==> src/rtl/sha256_msg_padder_if.sv <==
// Handshake and scheduler-load bundle for the SHA-256 message padder.
// The padder plugs in through the slave view. The upstream source, the
// scheduler and the compression core share the master view.
interface sha256_msg_padder_if;
  logic        in_valid;
  logic        in_ready;
  logic [31:0] in_data;
  logic        in_last;
  logic [2:0]  in_bytes;
  logic        start_new_block;
  logic        write_enable_out;
  logic [3:0]  message_word_addr;
  logic [31:0] message_word_out;
  logic        block_ready;
  logic        block_ack;
  logic        msg_done;
  logic        busy;

  modport slave (
    input  in_valid, in_data, in_last, in_bytes, block_ack,
    output in_ready, start_new_block, write_enable_out, message_word_addr,
           message_word_out, block_ready, msg_done, busy
  );

  modport master (
    output in_valid, in_data, in_last, in_bytes, block_ack,
    input  in_ready, start_new_block, write_enable_out, message_word_addr,
           message_word_out, block_ready, msg_done, busy
  );
endinterface

==> src/rtl/sha256_msg_padder.sv <==
// SHA-256 message padder. It takes a big-endian word stream, appends the
// 0x80 marker, the zero fill and the 64-bit bit length, and writes each
// 512-bit block as 16 word writes. After every block it holds until the
// core acknowledges it.
module sha256_msg_padder #(
  parameter int LEN_BITS = 64
) (
  input  logic               clk,
  input  logic               reset,
  sha256_msg_padder_if.slave bus
);

  typedef enum logic [1:0] {LOAD, PAD, LEN, WAIT} state_t;

  state_t              r_state, w_nextState;
  logic [3:0]          r_addr, w_addr;
  logic [LEN_BITS-1:0] r_len, w_len;
  logic                r_markerPending, w_markerPending;
  logic                r_padToLen, w_padToLen;
  logic                r_lastSeen, w_lastSeen;
  logic                r_lenWritten, w_lenWritten;
  logic                r_inReady, w_inReady;
  logic                r_we, w_we;
  logic [3:0]          r_wordAddr, w_wordAddr;
  logic [31:0]         r_wordOut, w_wordOut;
  logic                r_blockReady, w_blockReady;
  logic                r_msgDone, w_msgDone;
  logic                r_busy, w_busy;
  logic                w_accept;
  logic [5:0]          w_byteBits;
  logic [31:0]         w_keepMask, w_markerBits;
  logic [63:0]         w_len64;

  assign w_accept     = bus.in_valid && r_inReady;
  assign w_byteBits   = {bus.in_bytes, 3'b000};
  assign w_keepMask   = ~(32'hFFFF_FFFF >> w_byteBits);
  assign w_markerBits = 32'h8000_0000 >> w_byteBits;
  assign w_len64      = 64'(r_len);

  // Next-state and next-output logic. Every output is computed here one
  // cycle early and then registered. Once the marker is written, its
  // address decides whether the length still fits in this block (fill to
  // 13, then LEN) or needs another block (fill to 15, then WAIT).
  always_comb begin
    w_nextState     = r_state;
    w_addr          = r_addr;
    w_len           = r_len;
    w_markerPending = r_markerPending;
    w_padToLen      = r_padToLen;
    w_lastSeen      = r_lastSeen;
    w_lenWritten    = r_lenWritten;
    w_busy          = r_busy;
    w_we            = 1'b0;
    w_wordAddr      = r_wordAddr;
    w_wordOut       = r_wordOut;
    w_blockReady    = 1'b0;
    w_msgDone       = 1'b0;

    case (r_state)
      LOAD: begin
        if (w_accept) begin
          w_we       = 1'b1;
          w_wordAddr = r_addr;
          w_addr     = r_addr + 4'd1;
          w_busy     = 1'b1;
          w_len      = r_len + LEN_BITS'(w_byteBits);
          if (!bus.in_last) begin
            w_wordOut = bus.in_data;
            if (r_addr == 4'd15) w_nextState = WAIT;
          end else begin
            w_lastSeen = 1'b1;
            if (bus.in_bytes >= 3'd4) begin
              w_wordOut       = bus.in_data;
              w_markerPending = 1'b1;
              w_nextState     = (r_addr == 4'd15) ? WAIT : PAD;
            end else begin
              w_wordOut  = (bus.in_data & w_keepMask) | w_markerBits;
              w_padToLen = (r_addr != 4'd14);
              if (r_addr == 4'd13)      w_nextState = LEN;
              else if (r_addr == 4'd15) w_nextState = WAIT;
              else                      w_nextState = PAD;
            end
          end
        end
      end

      PAD: begin
        w_we       = 1'b1;
        w_wordAddr = r_addr;
        w_addr     = r_addr + 4'd1;
        if (r_markerPending) begin
          w_wordOut       = 32'h8000_0000;
          w_markerPending = 1'b0;
          w_padToLen      = (r_addr != 4'd14);
          if (r_addr == 4'd13)      w_nextState = LEN;
          else if (r_addr == 4'd15) w_nextState = WAIT;
        end else begin
          w_wordOut = 32'h0;
          if (r_padToLen && r_addr == 4'd13)       w_nextState = LEN;
          else if (!r_padToLen && r_addr == 4'd15) w_nextState = WAIT;
        end
      end

      LEN: begin
        w_we       = 1'b1;
        w_wordAddr = r_addr;
        w_addr     = r_addr + 4'd1;
        if (r_addr == 4'd14) begin
          w_wordOut = w_len64[63:32];
        end else begin
          w_wordOut    = w_len64[31:0];
          w_lenWritten = 1'b1;
          w_nextState  = WAIT;
        end
      end

      WAIT: begin
        w_blockReady = 1'b1;
        if (r_blockReady && bus.block_ack) begin
          w_blockReady = 1'b0;
          if (!r_lastSeen) begin
            w_nextState = LOAD;
          end else if (r_lenWritten) begin
            w_nextState  = LOAD;
            w_msgDone    = 1'b1;
            w_busy       = 1'b0;
            w_len        = '0;
            w_lastSeen   = 1'b0;
            w_lenWritten = 1'b0;
          end else begin
            w_nextState = PAD;
            w_padToLen  = 1'b1;
          end
        end
      end

      default: w_nextState = LOAD;
    endcase

    w_inReady = (w_nextState == LOAD);
  end

  // State and output registers. Reset aborts any message in flight at once.
  always_ff @(posedge clk or posedge reset) begin
    if (reset) begin
      r_state         <= LOAD;
      r_addr          <= 4'd0;
      r_len           <= '0;
      r_markerPending <= 1'b0;
      r_padToLen      <= 1'b0;
      r_lastSeen      <= 1'b0;
      r_lenWritten    <= 1'b0;
      r_inReady       <= 1'b0;
      r_we            <= 1'b0;
      r_wordAddr      <= 4'd0;
      r_wordOut       <= 32'h0;
      r_blockReady    <= 1'b0;
      r_msgDone       <= 1'b0;
      r_busy          <= 1'b0;
    end else begin
      r_state         <= w_nextState;
      r_addr          <= w_addr;
      r_len           <= w_len;
      r_markerPending <= w_markerPending;
      r_padToLen      <= w_padToLen;
      r_lastSeen      <= w_lastSeen;
      r_lenWritten    <= w_lenWritten;
      r_inReady       <= w_inReady;
      r_we            <= w_we;
      r_wordAddr      <= w_wordAddr;
      r_wordOut       <= w_wordOut;
      r_blockReady    <= w_blockReady;
      r_msgDone       <= w_msgDone;
      r_busy          <= w_busy;
    end
  end

  assign bus.in_ready          = r_inReady;
  assign bus.start_new_block   = r_we;
  assign bus.write_enable_out  = r_we;
  assign bus.message_word_addr = r_wordAddr;
  assign bus.message_word_out  = r_wordOut;
  assign bus.block_ready       = r_blockReady;
  assign bus.msg_done          = r_msgDone;
  assign bus.busy              = r_busy;

endmodule

==> src/flat_wrapper.sv <==
// flat-port wrapper written by rule: the top's interface ports become plain ports
module sha256_msg_padder_flat 
#(
  parameter int LEN_BITS = 64
)
  (clk, reset, bus_in_valid, bus_in_data, bus_in_last, bus_in_bytes, bus_block_ack, bus_in_ready, bus_start_new_block, bus_write_enable_out, bus_message_word_addr, bus_message_word_out, bus_block_ready, bus_msg_done, bus_busy);
  sha256_msg_padder_if bus_i ();
  input  logic clk;
  input  logic reset;
  input wire logic [$bits(bus_i.in_valid)-1:0] bus_in_valid;
  input wire logic [$bits(bus_i.in_data)-1:0] bus_in_data;
  input wire logic [$bits(bus_i.in_last)-1:0] bus_in_last;
  input wire logic [$bits(bus_i.in_bytes)-1:0] bus_in_bytes;
  input wire logic [$bits(bus_i.block_ack)-1:0] bus_block_ack;
  output wire logic [$bits(bus_i.in_ready)-1:0] bus_in_ready;
  output wire logic [$bits(bus_i.start_new_block)-1:0] bus_start_new_block;
  output wire logic [$bits(bus_i.write_enable_out)-1:0] bus_write_enable_out;
  output wire logic [$bits(bus_i.message_word_addr)-1:0] bus_message_word_addr;
  output wire logic [$bits(bus_i.message_word_out)-1:0] bus_message_word_out;
  output wire logic [$bits(bus_i.block_ready)-1:0] bus_block_ready;
  output wire logic [$bits(bus_i.msg_done)-1:0] bus_msg_done;
  output wire logic [$bits(bus_i.busy)-1:0] bus_busy;
  assign bus_i.in_valid = bus_in_valid;
  assign bus_i.in_data = bus_in_data;
  assign bus_i.in_last = bus_in_last;
  assign bus_i.in_bytes = bus_in_bytes;
  assign bus_i.block_ack = bus_block_ack;
  assign bus_in_ready = bus_i.in_ready;
  assign bus_start_new_block = bus_i.start_new_block;
  assign bus_write_enable_out = bus_i.write_enable_out;
  assign bus_message_word_addr = bus_i.message_word_addr;
  assign bus_message_word_out = bus_i.message_word_out;
  assign bus_block_ready = bus_i.block_ready;
  assign bus_msg_done = bus_i.msg_done;
  assign bus_busy = bus_i.busy;
  sha256_msg_padder #(.LEN_BITS(LEN_BITS)) u_core (.clk(clk), .reset(reset), .bus(bus_i));
endmodule
==> config.mk <==
export PLATFORM = sky130hd
export DESIGN_NAME = sha256_msg_padder_flat
export DESIGN_NICKNAME = d
export VERILOG_FILES = /design/src/rtl/sha256_msg_padder_if.sv /design/src/rtl/sha256_msg_padder.sv /design/src/flat_wrapper.sv
export SDC_FILE = /design/constraint.sdc
export NUM_CORES = 1
export LEC_CHECK = 0
export CAP_MARGIN = 30
export CORE_ASPECT_RATIO = 1.4
export CORE_MARGIN = 4
export CORE_UTILIZATION = 51
export CTS_CLUSTER_DIAMETER = 30
export CTS_CLUSTER_SIZE = 20
export DETAILED_ROUTE_END_ITERATION = 7
export GPL_TIMING_DRIVEN = 0
export HOLD_SLACK_MARGIN = 0.03
export PLACE_DENSITY_LB_ADDON = 0.15
export SLEW_MARGIN = 0
export SYNTH_ARGS = -nofsm -noshare
export SYNTH_HDL_FRONTEND = slang
export SYNTH_SLANG_ARGS = --single-unit
==> constraint.sdc <==
create_clock -name clk -period 5.35 [get_ports clk]
set_clock_uncertainty 0.1 [all_clocks]
set_input_delay 1.07 -clock clk [delete_from_list [all_inputs] [get_ports clk]]
set_output_delay 1.07 -clock clk [all_outputs]
set_load 0.02 [all_outputs]
==> flow_metrics.env <==
export IMPL_status="completed"
export IMPL_io_pins=82
export IMPL_grt_usage=0.309
export IMPL_die_h_um=140
export IMPL_hp_class="flop to flop"
export IMPL_syn_area_per_cell_um2=8.29
export IMPL_worst_ep_required_time_ns=5.46
export IMPL_slowest_stage="clkdlybuf4s50_1"
export IMPL_path_cells="clkdlybuf4s50_1 -> ha_1 -> a21oi_1 -> a21oi_1 -> clkbuf_1 -> nand3_1 -> nor4_1 -> xnor2_1 -> nor2_1"
export IMPL_utilization=0.627
export IMPL_hold_violations=0
export IMPL_maxCapViolCount=0
export IMPL_fmax_mhz=259
export IMPL_endpoint_kind="flop"
export IMPL_crit_arrival_ns=3.96
export IMPL_synth_edf_count=0
export IMPL_worst_path_dominant_cell_family="buffers and inverters"
export IMPL_relSlewSlack=0.274
export IMPL_ys_seq_elements=112
export IMPL_fin_crit_ns=3.86
export IMPL_io_buffers=81
export IMPL_syn_area_mm2=0.00638
export IMPL_power_leakage_uw=0.00305
export IMPL_worst_slew_pin_slew_ns=1.09
export IMPL_die_area_mm2=0.0144
export IMPL_vias=6444
export IMPL_cts_resized=0
export IMPL_ant_nets=0
export IMPL_setup_viol=0
export IMPL_drive_above_1_share=0.0598
export IMPL_numCtsBuffers=9
export IMPL_slew_viol_final=0
export IMPL_fin_nets=915
export IMPL_p_per_area_mw_per_mm2=538
export IMPL_worst_path_most_repeated_cell="a21oi_1"
export IMPL_cpPeakStageDelay_ns=0.52
export IMPL_globalplace_congestion=1.01
export IMPL_clock_root_buffer="clkbuf_16"
export IMPL_dieWidth_um=103
export IMPL_ctsHoldBuffers=0
export IMPL_grt_first_pass_wirelength_mm=34.4
export IMPL_grt_pass1_vias=6446
export IMPL_cts_tree="done"
export IMPL_grt_max_degree=71
export IMPL_power_uw=4150
export IMPL_synth_cell_type_count=54
export IMPL_r2r_setup_slack_ns=2.03
export IMPL_dp_cells=1002
export IMPL_cts_max_level=3
export IMPL_clkTransAtPathRegs_ns=0.08
export IMPL_clock_latency_ns=0.35
export IMPL_regArea_mm2=0.00280
export IMPL_place_hpwl_mm=16.2
export IMPL_rsz0062_at_grt="no"
export IMPL_setup_tns_ns=0
export IMPL_grt_overflow=0
export IMPL_rows=48
export IMPL_dr_pass1_iters=5
export IMPL_drt_iter0_markers=491
export IMPL_start_kind="primary input"
export IMPL_synth_cells=770
export IMPL_stdcell_count=1019
export IMPL_criticalPathCategory="primary input to flop"
export IMPL_antenna_cells=0
export IMPL_synth_nets=821
export IMPL_wirelength_mm=21.7
export IMPL_fin_area_mm2=0.00772
export IMPL_nFillCells=1077
export IMPL_place_area_mm2=0.00741
export IMPL_yosys_warnings=0
export IMPL_via_per_inst=6.32
export IMPL_synth_ff_type="dfrtp_1"
export IMPL_irDropWorstVdd_mv=0.339
export IMPL_postCtsSetupBuffers=0
export IMPL_drc_errors=0
export IMPL_async_reset_ff_frac=1.00
export IMPL_core_mm2=0.0123
export IMPL_syn2layout_area_growth_pct=20.9
export IMPL_period_share=0.721
export IMPL_clock_sinks=112
export IMPL_cp_max_fo=10
export IMPL_wl_per_cell_um=21.3
export IMPL_start_util=0.518
export IMPL_crit_buf_inv=2
export IMPL_ctsLongestPathBuffers=2
export IMPL_multi_input_area_mm2=0.00332
export IMPL_ys_seq_area_frac=0.439
export IMPL_antenna_found_initial=0
==> tightest hold or removal path, cell delays in order (launching register included) <==
cell and delay [ns]:
dfrtp_1 0.35, nand2_1 0.05, nand2_1 0.06
==> metrics by stage <==
stage / hold slack (ns) / setup slack (ns)
after floorplan: 0.373 / 1.22
after global placement: 0.360 / -0.396
after detailed placement: 0.371 / 1.25
after CTS: 0.389 / 1.60
after global routing: 0.421 / 1.34
final: 0.386 / 1.49
==> registers in the layout (all words and copies together) (netlist names), 2 cells and up <==
signal,count
u_core.r_addr,4
u_core.r_state,2
u_core.bus.message_word_out,32
u_core.r_len,61
u_core.bus.message_word_addr,4
==> path summary, 6_finish.rpt <==
check,endpoint,start,depth (start not counted)
setup / recovery,u_core.r_len[60]$_DFFE_PP0P_,bus_in_bytes[2],9
hold / removal,u_core.bus.busy$_DFFE_PP0P_,u_core.bus.busy$_DFFE_PP0P_,2
setup reg to reg,u_core.r_len[50]$_DFFE_PP0P_,u_core.r_state[1]$_DFF_PP0_,7
hold reg to reg,u_core.bus.busy$_DFFE_PP0P_,u_core.bus.busy$_DFFE_PP0P_,2
max in group asynchronous,u_core.bus.message_word_out[23]$_DFFE_PP0P_,reset,3
min in group asynchronous,u_core.r_len[16]$_DFFE_PP0P_,reset,2
==> layout make-up <==
cell class | instances | share of cell area
multi-input cells | 595 | 0.430
well taps | 150 | 0.0243
clock buffers | 10 | 0.0297
clock inverters | 6 | 0.00892
flip-flops and latches | 112 | 0.363
repair buffers | 83 | 0.110
inverters | 15 | 0.00762
plain buffers | 48 | 0.0266
==> kinds of logic (layout without fill, tap and decap cells) <==
kind of cell | Yosys count | after routing | share of synthesized area
compound gates | 226 | 226 | 0.203
buf+inv | 63 | 162 | 0.0410
fa+ha+maj | 11 | 11 | 0.0227
simple gates | 330 | 330 | 0.254
flops | 112 | 112 | 0.439
xor+xnor | 21 | 21 | 0.0288
mux | 7 | 7 | 0.0120
==> cells in the mapped netlist (all sizes together) (7+ instances only) <==
cell type  instances  area share
o31ai             10       0.012
and3               7      0.0069
clkbuf            33       0.019
a21oi             99       0.078
nand2            128       0.076
buf               15       0.013
nand3             30       0.024
nor4              19       0.028
a21o               8      0.0094
nand4             29       0.033
ha                10       0.020
nor2              79       0.046
a31oi             20       0.020
nor3              16       0.014
o21ai             64       0.050
inv               15      0.0088
xnor2             20       0.027
dfrtp            112        0.44
==> placed cells by master, fill, tap and decap left out, types with 12 or more instances in the layout <==
cell / count
nand4_1: 27
a31oi_1: 20
o21ai_0: 64
nor2_1: 79
inv_1: 14
xnor2_1: 20
clkdlybuf4s50_1: 81
dfrtp_1: 112
nor4_1: 12
nor3_1: 15
a21oi_1: 99
clkbuf_1: 34
nand3_1: 30
nand2_1: 127
==> layer usage <==
metal	vias to the layer above	GRT usage	wire (um)
li1	2933	-	-
met2	298	0.508	10600
met1	3122	0.385	8350
met4	0	0.175	1430
met3	91	0.0404	1250
met5	-	0	0
==> power by group <==
group | switching (uW) | internal, uW
combinational | 1480 | 758
sequential | 154 | 1070
clock | 324 | 367
total | 1960 | 2190
Note: power is estimated with default switching activity, not from simulation.
